**config.mk**
```make
export PLATFORM = sky130hd
export DESIGN_NAME = imager_crop
export DESIGN_NICKNAME = d
export VERILOG_FILES = /design/src/rtl/imager_crop.sv
export SDC_FILE = /design/constraint.sdc
export NUM_CORES = 1
export LEC_CHECK = 0
export ABC_AREA = 1
export CAP_MARGIN = 25
export CORE_UTILIZATION = 50
export DETAILED_ROUTE_END_ITERATION = 16
export PLACE_DENSITY = 0.79
export SLEW_MARGIN = 25
export SYNTH_ARGS = -nofsm -noshare
export SYNTH_HDL_FRONTEND = slang
export SYNTH_SLANG_ARGS = --single-unit
```
**constraint.sdc**
```tcl
create_clock -name clk -period 8.7 [get_ports clk]
set_input_delay 1.74 -clock clk [delete_from_list [all_inputs] [get_ports clk]]
set_output_delay 1.74 -clock clk [all_outputs]
set_load 0.03 [all_outputs]
```
**src/rtl/imager_crop.sv**
```systemverilog
// Region-of-interest crop for the typed imager pixel stream. Frame markers and
// header words pass through; pixels and row markers are kept only inside the window.
`ifndef IMAGER_DTYPES
`define IMAGER_DTYPES
`define DTYPE_WIDTH        4
`define DTYPE_FRAME_START  4'd1
`define DTYPE_FRAME_END    4'd2
`define DTYPE_ROW_START    4'd3
`define DTYPE_ROW_END      4'd4
`define DTYPE_PIXEL        4'd5
`define DTYPE_HEADER_START 4'd6
`define DTYPE_HEADER       4'd7
`define DTYPE_HEADER_END   4'd8
`endif

module imager_crop #(
    parameter int DATA_WIDTH = 16,
    parameter int DIM_WIDTH  = 16
) (
    input  logic                    clk,
    input  logic                    reset,
    input  logic                    enable,
    input  logic [DIM_WIDTH-1:0]    win_x0,
    input  logic [DIM_WIDTH-1:0]    win_y0,
    input  logic [DIM_WIDTH-1:0]    win_width,
    input  logic [DIM_WIDTH-1:0]    win_height,
    input  logic                    dvi,
    input  logic [`DTYPE_WIDTH-1:0] dtypei,
    input  logic [DATA_WIDTH-1:0]   datai,
    output logic                    dvo,
    output logic [`DTYPE_WIDTH-1:0] dtypeo,
    output logic [DATA_WIDTH-1:0]   datao,
    output logic [DIM_WIDTH-1:0]    crop_rows,
    output logic [DIM_WIDTH-1:0]    crop_cols
);

    typedef enum logic {IDLE, ACTIVE} state_t;

    state_t                state_reg;
    logic                  en_reg;
    logic [DIM_WIDTH-1:0]  x0_reg, y0_reg, w_reg, h_reg;
    logic [DIM_WIDTH-1:0]  row_cnt_reg, col_cnt_reg;
    logic [DIM_WIDTH-1:0]  out_row_reg, out_col_reg, last_out_cols_reg;

    logic [DIM_WIDTH:0]    x_end, y_end;
    logic [DIM_WIDTH-1:0]  row_off;
    logic                  row_in, col_in, active;
    logic                  keep;
    logic [DATA_WIDTH-1:0] keep_data;

    function automatic logic [DIM_WIDTH-1:0] sat_inc(input logic [DIM_WIDTH-1:0] v);
        return (&v) ? v : v + {{(DIM_WIDTH-1){1'b0}}, 1'b1};
    endfunction

    // Window ends carry one extra bit so a window reaching past all-ones cannot wrap to 0.
    assign x_end   = {1'b0, x0_reg} + {1'b0, w_reg};
    assign y_end   = {1'b0, y0_reg} + {1'b0, h_reg};
    assign row_off = row_cnt_reg - y0_reg;
    assign active  = (state_reg == ACTIVE);
    // A zero-width window suppresses row markers too, leaving only the frame markers.
    assign row_in  = (row_cnt_reg >= y0_reg) && ({1'b0, row_cnt_reg} < y_end) && (w_reg != '0);
    assign col_in  = (col_cnt_reg >= x0_reg) && ({1'b0, col_cnt_reg} < x_end);

    always_comb begin
        keep      = 1'b0;
        keep_data = datai;
        if (dvi) begin
            case (dtypei)
                `DTYPE_FRAME_START: keep = 1'b1;
                `DTYPE_FRAME_END:   keep = active;
                `DTYPE_ROW_START: begin
                    keep = active && (!en_reg || row_in);
                    if (en_reg) keep_data = DATA_WIDTH'(row_off);
                end
                `DTYPE_ROW_END:     keep = active && (!en_reg || row_in);
                `DTYPE_PIXEL:       keep = active && (!en_reg || (row_in && col_in));
                default:            keep = 1'b1;
            endcase
        end
    end

    always_ff @(posedge clk or posedge reset) begin
        if (reset) begin
            state_reg         <= IDLE;
            en_reg            <= 1'b0;
            x0_reg            <= '0;
            y0_reg            <= '0;
            w_reg             <= '0;
            h_reg             <= '0;
            row_cnt_reg       <= '0;
            col_cnt_reg       <= '0;
            out_row_reg       <= '0;
            out_col_reg       <= '0;
            last_out_cols_reg <= '0;
            dvo               <= 1'b0;
            dtypeo            <= '0;
            datao             <= '0;
            crop_rows         <= '0;
            crop_cols         <= '0;
        end else begin
            dvo    <= keep;
            dtypeo <= keep ? dtypei : '0;
            datao  <= keep ? keep_data : '0;
            if (dvi) begin
                if (dtypei == `DTYPE_FRAME_START) begin
                    // Also taken in ACTIVE, which recovers from a lost FRAME_END.
                    state_reg         <= ACTIVE;
                    en_reg            <= enable;
                    x0_reg            <= win_x0;
                    y0_reg            <= win_y0;
                    w_reg             <= win_width;
                    h_reg             <= win_height;
                    row_cnt_reg       <= '0;
                    col_cnt_reg       <= '0;
                    out_row_reg       <= '0;
                    out_col_reg       <= '0;
                    last_out_cols_reg <= '0;
                end else if (active) begin
                    case (dtypei)
                        `DTYPE_FRAME_END: begin
                            crop_rows <= out_row_reg;
                            crop_cols <= last_out_cols_reg;
                            state_reg <= IDLE;
                        end
                        `DTYPE_ROW_START: begin
                            col_cnt_reg <= '0;
                            out_col_reg <= '0;
                        end
                        `DTYPE_ROW_END: begin
                            col_cnt_reg <= '0;
                            out_col_reg <= '0;
                            row_cnt_reg <= sat_inc(row_cnt_reg);
                            if (keep) begin
                                out_row_reg       <= sat_inc(out_row_reg);
                                last_out_cols_reg <= out_col_reg;
                            end
                        end
                        `DTYPE_PIXEL: begin
                            col_cnt_reg <= sat_inc(col_cnt_reg);
                            if (keep) out_col_reg <= sat_inc(out_col_reg);
                        end
                        default: ;
                    endcase
                end
            end
        end
    end

endmodule

```
# After elaboration in Yosys (flattened, before gate mapping)
# Cells that the tools add are included.
# word_totals
output_inout_bits	53
reg_bits	199
wordCells	96
in_bits	88
# op_classes
n_eq_ne	10
addsub	7
n_bitwise	1
magnitude_cmp	4
n_reduce_logical	26
n_mux	32
# op_table
cell	n
16-bit two-way mux	24
16-bit by 1-bit adder with 16-bit output (second input constant)	4
16-bit case mux with 2 select lines	2
16-bit AND reduction	4
16-bit by 16-bit adder with 17-bit output	2
16-bit by 17-bit less-than comparator with 1-bit output	2
16-bit >= comparator	2
4-bit AND reduction	4
16-bit nonzero test	1
16-bit subtractor	1
5-bit AND reduction	2
3-bit inequality test (second input constant)	3
4-bit by 2-bit == test with 1-bit output (second input constant)	2
4-bit by 3-bit == test with 1-bit output (second input constant)	2
1-bit logical AND	6
2-bit nonzero test	3
4-bit by 1-bit == test with 1-bit output (second input constant)	1
1-bit two-way mux	4
4-bit two-way mux	1
2-bit inequality test (second input constant)	2
1-bit case mux with 3 select lines	1
3-bit nonzero test	1
1-bit logical OR	2
2-bit AND reduction	1
3 further kinds	3

# Logic depth before layout (Yosys ltp)
# depth
word_depth	13
depth_mapped	28
ltp_nobuf	27

# Worst setup path after synthesis
# No wires, ideal clock.
# synth_path
path_kind	flip-flop to flip-flop
from	register y0_reg[5]
to	register out_col_reg[0]
setup_slack_ps	5220
arrival_ps	3363
path_stages_with_launch	26
path_buffers	1
synth_period_minus_slack_ps	3480
required_time_ps	8583
setup_ps	117
path_cell_list	dfrtp_1 > ha_1 > inv_1 > nor4_1 > nand2_1 > nand2_1 > a21oi_1 > o21ai_0 > nand2_1 > nand3_1 > o21ai_0 > xor2_1 > ha_1 > inv_1 > o31a_1 > nand2_1 > nand2_1 > nand3_1 > a21oi_1 > nand2_1 > nand2_1 > nand2_1 > nand4_2 > buf_2 > nand4_1 > nand2_1
# synth_between
elab_chain_cells	11
elab_cells_between_ends	14
classes_between	1 x add/sub; 2 x order compare; 1 x eq/ne; 2 x mux; 8 x reduce/logical
# synth_rtl
element	line_no	source
start: declaration	41	logic [DIM_WIDTH-1:0] x0_reg, y0_reg, w_reg, h_reg;
start signal: assignment	110	y0_reg <= win_y0;
16-bit by 16-bit adder with 17-bit output	57	assign y_end = {1'b0, y0_reg} + {1'b0, h_reg};
16-bit by 17-bit less-than comparator with 1-bit output	61	assign row_in = (row_cnt_reg >= y0_reg) && ({1'b0, row_cnt_reg} < y_end) && (w_reg != '0);
1-bit logical AND * (2 in series)	61	
1-bit logical AND	76	`DTYPE_PIXEL: keep = active && (!en_reg || (row_in && col_in));
1-bit logical OR	76	
1-bit logical AND	76	
1-bit case mux with 3 select lines *	68	case (dtypei)
1-bit two-way mux *	67	if (dvi) begin
3-bit inequality test (no source line) *	-	
5-bit AND reduction (no source line) *	-	
end signal: assignment	140	if (keep) out_col_reg <= sat_inc(out_col_reg);
end: declaration	43	logic [DIM_WIDTH-1:0] out_row_reg, out_col_reg, last_out_cols_reg;
# Every way passes the cells marked *; elsewhere a longest branch is shown, timed or not.
# A chain may end at the register's enable or synchronous reset.

# Worst setup path after layout
# layout_path
from	input dtypei[2]
to	register row_cnt_reg[4]
# layout_between
elab_chain_cells	3
elab_cells_between_ends	7
classes_between	3 x eq/ne; 1 x mux; 3 x reduce/logical
# layout_rtl
element	line_no	source
start: declaration	28	input logic [`DTYPE_WIDTH-1:0] dtypei,
4-bit by 1-bit == test with 1-bit output (no source line) or 4-bit by 3-bit == test with 1-bit output (tied branches)	-	
2-bit inequality test (no source line) or 2-bit nonzero test (tied branches)	-	
4-bit AND reduction (no source line)	-	
end signal: assignment	132	row_cnt_reg <= sat_inc(row_cnt_reg);
end: declaration	42	logic [DIM_WIDTH-1:0] row_cnt_reg, col_cnt_reg;
# Parallel ways exist; a longest one is shown, timed or not.

==> impl_metrics.py <==
metrics = {
    "run_status": {
        "status": "finished clean",
    },
    "hold_path": {
        "hold_end": "crop_cols[7]$_DFFE_PP0P_",
        "hold_depth": 2,
        "min_path_type": "flip-flop to flip-flop",
        "worstHoldStart": "last_out_cols_reg[7]$_DFFE_PP0P_",
    },
    "clocking": {
        "cts_setup_buffers": 0,
        "cts_tree": "yes",
        "clkLatencyLatePin_ns": 0.45,
        "root_buffer": "clkbuf_16",
        "hold_buffers": 0,
        "numClockSinks": 199,
        "path_clk_slew_ns": 0.09,
        "clockBufferDepth": 2,
        "ctsResizeCount": 0,
        "htree_levels": 4,
        "numCtsBuffers": 17,
    },
    "die": {
        "die_h_um": 158,
        "rows": 56,
        "pin_count": 141,
        "core_region_area_um2": 23600,
        "die_w_um": 158,
        "initial_utilization_pct": 51.4,
        "design.die.area_um2": 24900,
    },
    "yosys": {
        "synth.top_cell.area_share_pct": 41.0,
        "yosysTopAreaCell": "dfrtp_1",
        "syn_nets": 1741,
        "synth_edf_count": 0,
        "synthTopCellsByArea": "dfrtp_1 (41%), nand2_1 (14%), ha_1 (10%)",
        "synthMuxAreaShare_pct": 0,
        "synth_area_um2": 12100,
        "synthXorXnorAreaFrac_pct": 3.82,
        "ys.warnings.count": 0,
        "ys_seq_elements": 199,
        "postSynthAreaPerCell_um2": 7.82,
        "ys_top_cells_by_count": "nand2_1 (467), dfrtp_1 (199), inv_1 (172)",
        "synthSimpleGateAreaFrac_pct": 25.4,
        "ys_types": 55,
        "netlist_instances": 1552,
        "synthFlopType": "dfrtp_1",
        "synth_adder_area_share_pct": 10.6,
        "async_flop_share_pct": 100,
        "synth_compound_area_share_pct": 12.2,
        "synth_most_common_cell": "nand2_1",
        "synth_top_family_by_area": "simple AND/OR/NAND/NOR gates",
        "yosysSeqAreaShare_pct": 41.0,
    },
    "detailed_routing": {
        "dr.pass1.iters": 8,
        "drc": 0,
        "route.vias.total": 10800,
        "initialDrtViolationCount": 726,
        "wl_per_cell_um": 14.7,
        "wirelength_um": 29600,
        "postRouteAntennaNets": 0,
        "viasPerCell": 5.39,
    },
    "sta": {
        "finalClockSkew_ns": 0.0144,
        "setup_viol": 0,
        "rsz0062_at_grt": "no",
        "finalCriticalPeriod_ns": 4.91,
        "clock.fmax_mhz": 204,
        "max-slew-margin-rel_pct": 39.9,
        "hold_viol_final": 0,
        "tns_ns": 0,
        "setup_ws_ns": 3.79,
        "whs_ns": 0.474,
        "drv_slew": 0,
        "tightest_slew_ns": 0.899,
        "period_share_pct": 56.4,
    },
    "pwr": {
        "p_leak_uw": 0.00699,
        "vdd_drop_max_mv": 0.116,
        "powerDensity_nw_per_um2": 219,
        "finalPower_uw": 3160,
    },
    "worst_setup_path": {
        "r2r-start": "h_reg[5]$_DFFE_PP0P_",
        "cp-start-kind": "input port",
        "reg2reg_slack_ns": 4.16,
        "cp.required_ns": 9.02,
        "path_cells": "clkdlybuf4s50_1, nor2_2, nand3_4, nor2_4, buf_4, clkinv_1, buf_4, o21ai_0, a21oi_1",
        "cp_top_family": "buffers and inverters",
        "critPathBufInv": 4,
        "path_max_fanout": 101,
        "crit_top_cell": "buf_4",
        "arrival_ns": 5.22,
        "cpMaxStageDelayCell": "clkinv_1",
        "cpPeakStageDelay_ns": 0.71,
        "end_kind": "flip-flop",
        "r2r_cells": 25,
        "path_class": "input port to flip-flop",
        "rr_endpoint": "out_row_reg[11]$_DFFE_PP0P_",
    },
    "placement": {
        "hpwlAfterDp_um": 21800,
        "place.gp.congestion": 0.940,
        "placed_cell_area_um2": 13800,
        "pre_cts_ws_ns": 3.37,
        "port_buffers": 140,
    },
    "global_route": {
        "grt_usage_pct": 24.7,
        "grt_pass1_vias": 10200,
        "grt_max_degree": 115,
        "overflow": 0,
        "antenna_found_initial": 2,
        "grt_pass1_wl_um": 48700,
    },
    "final_layout": {
        "area_delta_synth_final_pct": 19.0,
        "fin_nets": 1862,
        "fill_cells": 2035,
        "finalInstanceArea_um2": 14500,
        "drive_gt1_share_pct": 4.63,
    },
    "flow_run": {
        "cap_violations": 0,
    },
}
==> where the power goes <==
part	leakage, uW	internal (uW)	switching (uW)	total [uW]
logic	0.00405	458	713	1170
clock network	0.000309	407	443	850
registers	0.00263	1040	109	1140
==> cells in the final DEF, fill, tap and decap left out, drive strengths merged, types with 10 or more instances in the layout <==
cell type | Yosys | routed
nand4 | 27 | 27
clkbuf | 31 | 17
xnor2 | 10 | 10
dfrtp | 199 | 199
a211oi | 10 | 10
nand3 | 59 | 59
nor3 | 37 | 37
nor4 | 12 | 12
nor2 | 86 | 86
o21ai | 129 | 129
ha | 98 | 98
xor2 | 43 | 43
nand2 | 471 | 471
inv | 177 | 187
clkdlybuf4s50 | 0 | 140
a21oi | 90 | 90
==> worst reg2reg max path: cells and delay by family (launching register included) <==
kind	cells	cell delay, ns
flip-flops	1	0.40
XOR/XNOR	1	0.20
adder cells (fa/ha/maj)	2	0.57
AO/OA/AOI/OAI	6	1.19
AND/OR/NAND/NOR	14	1.94
buffers and inverters	2	0.13
==> routing by layer <==
metal	routed length (um)	part of all wire [%]	track usage (%)	up-vias
met4	653	2.2	8.60	0
met5	0	0	0	-
li1	-	-	-	5334
met2	13800	47	40.6	361
met3	1740	5.9	3.28	47
met1	13400	45	33.4	5072
==> per-stage QoR <==
step                      cells  utilization, %
final                      2007            61.2
after global routing       2007            61.2
after CTS                  2005            61.2
after detailed placement   1973            58.4
after global placement     1973            58.4
after floorplan            1552               -
==> worst max path at each step <==
stage               startpoint                          end  slack [ns]  cells after the start
finish               dtypei[2]   row_cnt_reg[4]$_DFFE_PP0P_        3.79                      9
global route         dtypei[2]   row_cnt_reg[4]$_DFFE_PP0P_        3.47                      9
CTS                  dtypei[2]   row_cnt_reg[4]$_DFFE_PP0P_        3.76                      9
detailed placement   dtypei[2]  row_cnt_reg[11]$_DFFE_PP0P_        3.37                      8
global placement     dtypei[2]  row_cnt_reg[11]$_DFFE_PP0P_        3.43                      8
floorplan                reset           active$_DFFE_PP0P_        1.53                      1
==> layout make-up <==
| class | count | area [um2] | share of cell area, % |
|---|---|---|---|
| multi-input combinational | 1133 | 6310 | 43.7 |
| tap | 319 | 399 | 2.76 |
| clock inverter | 15 | 219 | 1.52 |
| timing repair buffer | 144 | 1440 | 9.93 |
| inverter | 178 | 676 | 4.68 |
| clock buffer | 17 | 425 | 2.94 |
| antenna | 2 | 5.00 | 0.0346 |
| sequential | 199 | 4980 | 34.5 |
==> cell families after synthesis <==
group | count (synthesis)
xor+xnor | 53
flops | 199
fa+ha+maj | 101
buf+inv | 220
simple gates | 713
compound gates | 266
Power figures use the tool's default switching activity.
